## src/rtl/vscale_fetch_stage.sv

```systemverilog
// Instruction-fetch stage: issues PC_PIF to instruction memory, tracks up to
// two in-flight requests, and buffers returned instructions with their PCs in
// a 2-entry queue that feeds decode. Redirects flush the queue and drop any
// responses still in flight.
module vscale_fetch_stage #(
    parameter int                 XPR_LEN    = 32,
    parameter int                 INST_WIDTH = 32,
    parameter logic [XPR_LEN-1:0] START_ADDR = XPR_LEN'(32'h200)
) (
    input  logic                  clk,
    input  logic                  reset_n,
    input  logic [XPR_LEN-1:0]    PC_PIF,
    input  logic                  redirect,
    output logic [XPR_LEN-1:0]    PC_IF,
    output logic                  imem_req_valid,
    input  logic                  imem_req_ready,
    output logic [XPR_LEN-1:0]    imem_addr,
    input  logic                  imem_resp_valid,
    input  logic [INST_WIDTH-1:0] imem_resp_data,
    output logic                  inst_valid_FD,
    input  logic                  inst_ready_FD,
    output logic [INST_WIDTH-1:0] inst_FD,
    output logic [XPR_LEN-1:0]    PC_FD
);

    typedef enum logic [1:0] {BOOT, RUN, FLUSH} state_t;

    state_t               state;
    logic                 first_run;    // next request is START_ADDR
    logic                 use_redir;    // next request is redirect_pc
    logic [XPR_LEN-1:0]   redirect_pc;

    // In-flight PC FIFO: its occupancy is exactly 'outstanding'
    logic [XPR_LEN-1:0]   if_pc [2];
    logic                 if_wr;
    logic                 if_rd;
    logic [1:0]           outstanding;

    // Decode-facing instruction queue
    logic [XPR_LEN-1:0]   q_pc   [2];
    logic [INST_WIDTH-1:0] q_inst [2];
    logic                 q_wr;
    logic                 q_rd;
    logic [1:0]           q_count;

    logic                 req_fire;
    logic                 resp_fire;
    logic                 q_push;
    logic                 q_pop;
    logic                 redirect_run;
    logic [1:0]           out_next;

    // Request channel, handshake decode and next outstanding count
    always_comb begin
        imem_req_valid = (state == RUN) &&
                         (({1'b0, outstanding} + {1'b0, q_count}) < 3'd2);
        imem_addr      = first_run ? START_ADDR :
                         (use_redir ? redirect_pc : PC_PIF);
        req_fire       = imem_req_valid && imem_req_ready;
        // Responses with nothing tracked (e.g. to pre-reset requests) are ignored
        resp_fire      = imem_resp_valid && (state != BOOT) && (outstanding != 2'd0);
        redirect_run   = redirect && (state == RUN);
        q_pop          = inst_valid_FD && inst_ready_FD;
        q_push         = resp_fire && (state == RUN) && !redirect;
        out_next       = outstanding;
        case ({req_fire, resp_fire})
            2'b10:   out_next = outstanding + 2'd1;
            2'b01:   out_next = outstanding - 2'd1;
            default: out_next = outstanding;
        endcase
    end

    // Decode-facing outputs; data reads as zero while the queue is empty
    always_comb begin
        inst_valid_FD = (q_count != 2'd0);
        inst_FD       = inst_valid_FD ? q_inst[q_rd] : '0;
        PC_FD         = inst_valid_FD ? q_pc[q_rd]   : '0;
    end

    // Control FSM, PC_IF feedback and in-flight tracking
    always_ff @(posedge clk) begin
        if (!reset_n) begin
            state       <= BOOT;
            first_run   <= 1'b0;
            use_redir   <= 1'b0;
            PC_IF       <= START_ADDR - XPR_LEN'(4);
            if_wr       <= 1'b0;
            if_rd       <= 1'b0;
            outstanding <= 2'd0;
        end else begin
            case (state)
                BOOT: begin
                    state     <= RUN;
                    first_run <= 1'b1;
                end
                RUN: begin
                    if (req_fire) begin
                        first_run <= 1'b0;
                        use_redir <= 1'b0;
                    end
                    // A request accepted this cycle is stale; its response is dropped
                    if (redirect) begin
                        redirect_pc <= PC_PIF;
                        first_run   <= 1'b0;
                        use_redir   <= 1'b1;
                        if (out_next != 2'd0)
                            state <= FLUSH;
                    end
                end
                FLUSH: begin
                    if (redirect)
                        redirect_pc <= PC_PIF;
                    if (out_next == 2'd0)
                        state <= RUN;
                end
                default: state <= BOOT;
            endcase

            if (req_fire) begin
                PC_IF        <= imem_addr;
                if_pc[if_wr] <= imem_addr;
                if_wr        <= ~if_wr;
            end
            if (resp_fire)
                if_rd <= ~if_rd;
            outstanding <= out_next;
        end
    end

    // Instruction queue: cleared by a redirect, otherwise push/pop
    always_ff @(posedge clk) begin
        if (!reset_n || redirect_run) begin
            q_wr    <= 1'b0;
            q_rd    <= 1'b0;
            q_count <= 2'd0;
        end else begin
            if (q_push) begin
                q_pc[q_wr]   <= if_pc[if_rd];
                q_inst[q_wr] <= imem_resp_data;
                q_wr         <= ~q_wr;
            end
            if (q_pop)
                q_rd <= ~q_rd;
            case ({q_push, q_pop})
                2'b10:   q_count <= q_count + 2'd1;
                2'b01:   q_count <= q_count - 2'd1;
                default: q_count <= q_count;
            endcase
        end
    end

    // The request credit rule must keep the queue from ever overflowing
    assert property (@(posedge clk) disable iff (!reset_n)
        !(q_push && !q_pop && (q_count == 2'd2)));
    assert property (@(posedge clk) disable iff (!reset_n)
        !(req_fire && !resp_fire && (outstanding == 2'd2)));

endmodule
```

## config.mk

```make
export PLATFORM = sky130hd
export DESIGN_NAME = vscale_fetch_stage
export DESIGN_NICKNAME = d
export VERILOG_FILES = /design/src/rtl/vscale_fetch_stage.sv
export SDC_FILE = /design/constraint.sdc
export NUM_CORES = 1
export LEC_CHECK = 0
export BUFFER_PORTS_ARGS = -buffer_cell sky130_fd_sc_hd__buf_2
export CAP_MARGIN = 20
export CORE_ASPECT_RATIO = 0.6
export CORE_MARGIN = 4
export CORE_UTILIZATION = 53
export DETAILED_ROUTE_END_ITERATION = 7
export GPL_TIMING_DRIVEN = 0
export PLACE_DENSITY_LB_ADDON = 0.12
export SLEW_MARGIN = 20
export SYNTH_ARGS = -nofsm -noshare
export SYNTH_HDL_FRONTEND = slang
export SYNTH_SLANG_ARGS = --single-unit
```

## constraint.sdc

```tcl
create_clock -name clk -period 7.4 [get_ports clk]
set_input_delay 1.48 -clock clk [delete_from_list [all_inputs] [get_ports clk]]
set_output_delay 1.48 -clock clk [all_outputs]
set_load 0.01 [all_outputs]
```

# ---- Word level (Yosys, flattened, before mapping)
# Memories as Yosys holds them, arrays and structs flattened. A register that Yosys moved wholly into a read port is not among the register bits.
# Cells that the tools add are included.
dict set report word_totals {
  n_memories 3
  mem_bits_rw 192
  reg_bits 76
  word_cells 85
}
dict set report classes {
  reduce_logical 25
  n_bitwise 4
  n_eq_ne 10
  magnitude_cmp 1
  n_mux 26
  n_addsub 5
}
# memory words width read_ports rd_ports_with_merged_regs write_ports line
set mem_list {}
lappend mem_list {if_pc 2 32 1 1 1 34} ;# logic [XPR_LEN-1:0] if_pc [2];
lappend mem_list {q_inst 2 32 1 1 1 41} ;# logic [INST_WIDTH-1:0] q_inst [2];
lappend mem_list {q_pc 2 32 1 1 1 40} ;# logic [XPR_LEN-1:0] q_pc [2];
# operator n
set ops {}
lappend ops {{$mux W32} 4}
lappend ops {{$mux W1} 15}
lappend ops {{$reduce_bool A2 Y1} 7}
lappend ops {{$logic_and A1 B1 Y1} 8}
lappend ops {{$pmux W2 S2} 2}
lappend ops {{$eq A2 B1 Y1 const B} 3}
lappend ops {{$eq A2 B2 Y1 const B} 3}
lappend ops {{$mux W2} 3}
lappend ops {{$pmux W2 S3} 1}
lappend ops {{$reduce_and A3 Y1} 2}
lappend ops {{$add A2 B1 Y2 const B} 2}
lappend ops {{$logic_not A2 Y1} 2}
lappend ops {{$ne A2 B2 Y1 const B} 2}
lappend ops {{$not A1 Y1} 4}
lappend ops {{$reduce_and A2 Y1} 2}
lappend ops {{$sub A2 B1 Y2 const B} 2}
lappend ops {{$add A2 B2 Y3} 1}
lappend ops {{$lt A3 B2 Y1 const B} 1}
lappend ops {{$ne A3 B3 Y1 const B} 1}
lappend ops {{$logic_not A1 Y1} 2}
lappend ops {{$ne A2 B1 Y1 const B} 1}
lappend ops {{$pmux W1 S2} 1}
lappend ops {{$reduce_or A2 Y1} 1}
lappend ops {{$logic_or A1 B1 Y1} 1}

# ---- Depth between registers and ports, before layout
dict set report depth {
  depth_word 10
  depth_mapped 12
}

# ---- Worst setup path after synthesis
# OpenSTA, ideal clock, no wires.
dict set report synth_timing {
  kind {input -> register}
  start {input port redirect}
  end {memory q_inst[0][0] (enable)}
  cell_stages 4
  setup_slack_ns 2.304
  t_required_ns 6.914
  arrival_ns 4.610
  setup_ns 0.486
  path_cell_list {nor2b_1 and4bb_2 nand2_1 nor2_1}
}
dict set report synth_via {
  elab_chain_cells 5
  word_cells_on_any_way 7
  classes_between {mux: 3; reduce/logical: 4}
}
# element line
set synth_lines {}
lappend synth_lines {{start, declared} 13} ;# input logic redirect,
lappend synth_lines {{$logic_not A1 Y1} 64} ;# q_push = resp_fire && (state == RUN) && !redirect;
lappend synth_lines {{$logic_and A1 B1 Y1} 64}
lappend synth_lines {{$mux W1} 137} ;# if (q_push) begin
lappend synth_lines {{$mux W1 *} 132} ;# if (!reset_n || redirect_run) begin
lappend synth_lines {{$mux W1 (implied by the code) *} 139} ;# q_inst[q_wr] <= imem_resp_data;
lappend synth_lines {{end, declared} 41}
# Every way passes the cells marked *; elsewhere a longest branch is shown, timed or not.

# ---- Final worst setup path
dict set report layout_timing {
  start {input port PC_PIF[15]}
  end {output port imem_addr[15]}
}
dict set report layout_via {
  elab_chain_cells 2
}
# element line
set layout_lines {}
lappend layout_lines {{start, declared} 12} ;# input logic [XPR_LEN-1:0] PC_PIF,
lappend layout_lines {{$mux W32} 58} ;# (use_redir ? redirect_pc : PC_PIF);
lappend layout_lines {{$mux W32} 57} ;# imem_addr = first_run ? START_ADDR :
lappend layout_lines {{end, declared} 17} ;# output logic [XPR_LEN-1:0] imem_addr,
# Every way passes these cells.

==> summary.txt <==
Run status
  – Status: finished clean

Synth
  – Syn Area/Cell: 15.1 um2
  – FF+latch count, synth: 270
  – Synth top area share: 64.0%
  – Async S/R FF share, synth: 0%
  – Synth area leaders: edfxtp_1 64%, mux2i_1 9.1%, dfxtp_1 8.8%
  – Top-count cell post-synth: edfxtp_1
  – Syn nets: 773
  – Post-Syn Area: 10500 um2
  – Yosys warns: 0
  – Synth top cells by count: 224 x edfxtp_1, 114 x nor2_1, 96 x mux2i_1
  – Synth Flop Type: edfxtp_1
  – Number of distinct library cells after synthesis: 41
  – Post-synth EDFFs: 224
  – Cell count after synthesis: a little under 700
  – Sequential fraction of the synthesis area: 72.8%
  – Post-synth top area cell: edfxtp_1

Die
  – Die X: 190 um
  – Starting density of the core: 54.7%
  – Die Area: 22200 um2
  – Die height: 117 um
  – IO Count: 200
  – Row count: 39
  – Core box area: 19200 um2

Worst setup path
  – Kind of cell adding the most delay to the critical path: simple AND/OR/NAND/NOR gates
  – Crit start category: input port
  – CP dominant cell by count: buf_2
  – Slowest cell on the critical path: nor2_1
  – Worst path required time: between 5 and 6 ns
  – Critical Path Max Stage Delay: 0.35 ns
  – CP endpoint kind: output pin
  – Start point of the critical path: PC_PIF[15]
  – Buffers & Inverters on Critical Path: 2
  – Crit path max fanout: 4
  – Worst Setup Path Type: in2out
  – Worst r2r src: outstanding[0]
  – Critical-path cell list: buf_2 -> mux2i_1 -> nor2_1 -> buf_2
  – Critical Path AT: about 2.2 ns
  – R2R Setup Slk: around 4.1 ns

Clock network
  – Post-CTS Resized: 0
  – CTS tree: done
  – Root Driver: clkbuf_16
  – CTS Sinks: 270
  – Hold buffer count at CTS: 0
  – Skew-Pair Late Insertion Delay: 0.51 ns
  – Num CTS Buffers: 24
  – Clock tree buffer depth: 3
  – CTS HTree Levels: 1
  – Post CTS Setup Buffer Count: 0
  – Clock transition at the registers of the reported paths: 0.06 ns

GRT
  – Number of global-route vias before repair: around 6400
  – GR Overflow Total: 0
  – GRT Resource Usage Total: 20.4%
  – Largest net degree at the start of global routing: 37
  – Global-route wire length before repair: 35300 um
  – Initial antenna violation count: 2

Timing
  – Slew at the pin closest to its max-slew limit: 0.633 ns
  – Setup TNS: 0 ns
  – Final setup viols: 0
  – Final hold violations: 0
  – RSZ-0062 raised after global routing: no
  – Slew headroom: 57.8%
  – F_max: 271 MHz
  – Clk_skew: 0.00927 ns
  – Crit share post-route: 49.9%
  – Max-slew violations: 0
  – Fin crit period: 3.70 ns

Final layout
  – Multi-input gate area: 2640 um2
  – Final net count: 1004
  – Syn-to-layout area delta: 22.5%
  – Fill cells: roughly 1400
  – Register Area: about 7600 um2
  – Antenna diodes: 0
  – Fin area: 12900 um2
  – Share of layout cells above drive strength 1: roughly a third

Route
  – DRC: 0
  – DRT antenna net count: 0
  – First-pass detailed-route iteration total: 7
  – Routed wire length: 23200 um
  – Iter 0 DRT Violations: 504
  – Via count: between 6000 and 7000
  – Drt wl/cell: around 19 um
  – Vias/cell: roughly 5.3

Place
  – Port-buffer cells: roughly 200
  – Final HPWL DP: 16600 um
  – RD Place Congestion: 0.831
  – Placed inst area: 12000 um2

Power
  – Peak VDD IR: 0.000183 V
  – Power per Cell Area: around 300 nW/um2
  – LEAKAGE: 4.78 nW

Flow run
  – Max_cap viols: 0

Hold path
  – HP Start: PC_IF[12]
  – Worst Hold Class: reg2reg
report_power, final:
group	switching, W	total (W)	internal [W]	leakage (nW)
combinational	0.000431	0.000686	0.000254	1.97
sequential	0.0000362	0.00182	0.00179	2.40
clock	0.000522	0.00128	0.000756	0.418
total	0.000990	0.00379	0.00280	4.78
per-stage QoR:
| step | hold WS [ns] | setup slack (ns) | util [%] | instances | total power [W] |
|---|---|---|---|---|---|
| floorplan | 0.451 | 2.30 | - | 696 | 0.00226 |
| global placement | 0.437 | 0.550 | 61.6 | 1160 | 0.00250 |
| detailed placement | 0.445 | 3.71 | 62.6 | 1167 | 0.00254 |
| CTS | 0.455 | 3.71 | 67.0 | 1211 | 0.00382 |
| global route | 0.473 | 3.63 | 67.0 | 1211 | 0.00394 |
| finish | 0.454 | 3.70 | 67.0 | 1211 | 0.00379 |
per-layer routing:
metal / vias to the layer above / GRT usage (%) / share of wire (%)
met5: - / 0 / 0.056
met4: 2 / 4.67 / 1.9
met3: 35 / 4.59 / 7.4
met2: 216 / 32.4 / 45
met1: 3132 / 29.3 / 46
li1: 2973 / - / -
worst paths after layout:
kind / endpoint / cells after the start
min reg2reg: PC_IF[12] / 2
max: imem_addr[15] / 4
min: PC_IF[12] / 2
max reg2reg: state[0] / 12
cells by family (layout without fill, tap and decap cells):
logic type	after synthesis	count (layout)	synth area share (%)
flip-flops	270	270	72.8
AND/OR/NAND/NOR	195	195	7.74
multiplexers	128	128	12.6
AO/OA/AOI/OAI	44	44	2.98
buffers and inverters	44	293	2.38
XOR/XNOR	8	8	0.667
adder cells (fa/ha/maj)	7	7	0.905
worst register-to-register path, cell delays in order, from the launching register on:
cell and delay [ns]:
dfxtp_1 0.42, and2_1 0.17, fa_1 0.43, nor3b_2 0.30
and2_4 0.20, buf_8 0.15, inv_4 0.10, buf_6 0.16
ha_1 0.36, nor4bb_1 0.16, a311o_1 0.36, o31a_1 0.25
o21a_1 0.10
registers in the layout, summed over array words and instances, names as in the netlist, 2 cells and up, named ones only:
signal,cells
PC_IF,32
q_pc,64
state,2
redirect_pc,32
if_pc,64
q_inst,64
q_count,2
outstanding,2
area by class of cell:
cell class | instances | area share (%)
Inverter | 6 | 0.194
Clock inverter | 7 | 0.466
Clock buffer | 37 | 6.01
Timing Repair Buffer | 205 | 9.14
Sequential cell | 270 | 59.4
Multi-Input combinational cell | 382 | 20.5
Tap cell | 266 | 2.59
Buffer | 38 | 1.75
cell usage in the layout (no fill, tap or decap), types with 2 or more instances in the layout:
cell type / n
and3_2: 2
o21ai_0: 2
clkbuf_1: 14
or3_1: 2
nor3b_1: 2
buf_2: 210
clkbuf_16: 27
and2_1: 4
edfxtp_1: 224
o21ai_1: 7
a21boi_1: 26
mux2_1: 2
buf_4: 3
xor2_1: 3
ha_1: 6
mux2i_1: 96
nor2_2: 3
buf_1: 6
clkbuf_8: 6
clkinv_2: 6
nor2_4: 2
nor2_1: 112
nand2_1: 57
mux2_2: 30
buf_16: 6
inv_1: 5
buf_6: 6
xnor2_1: 5
nor2b_1: 6
dfxtp_1: 46
No activity file was read; power rests on OpenSTA's default activity.
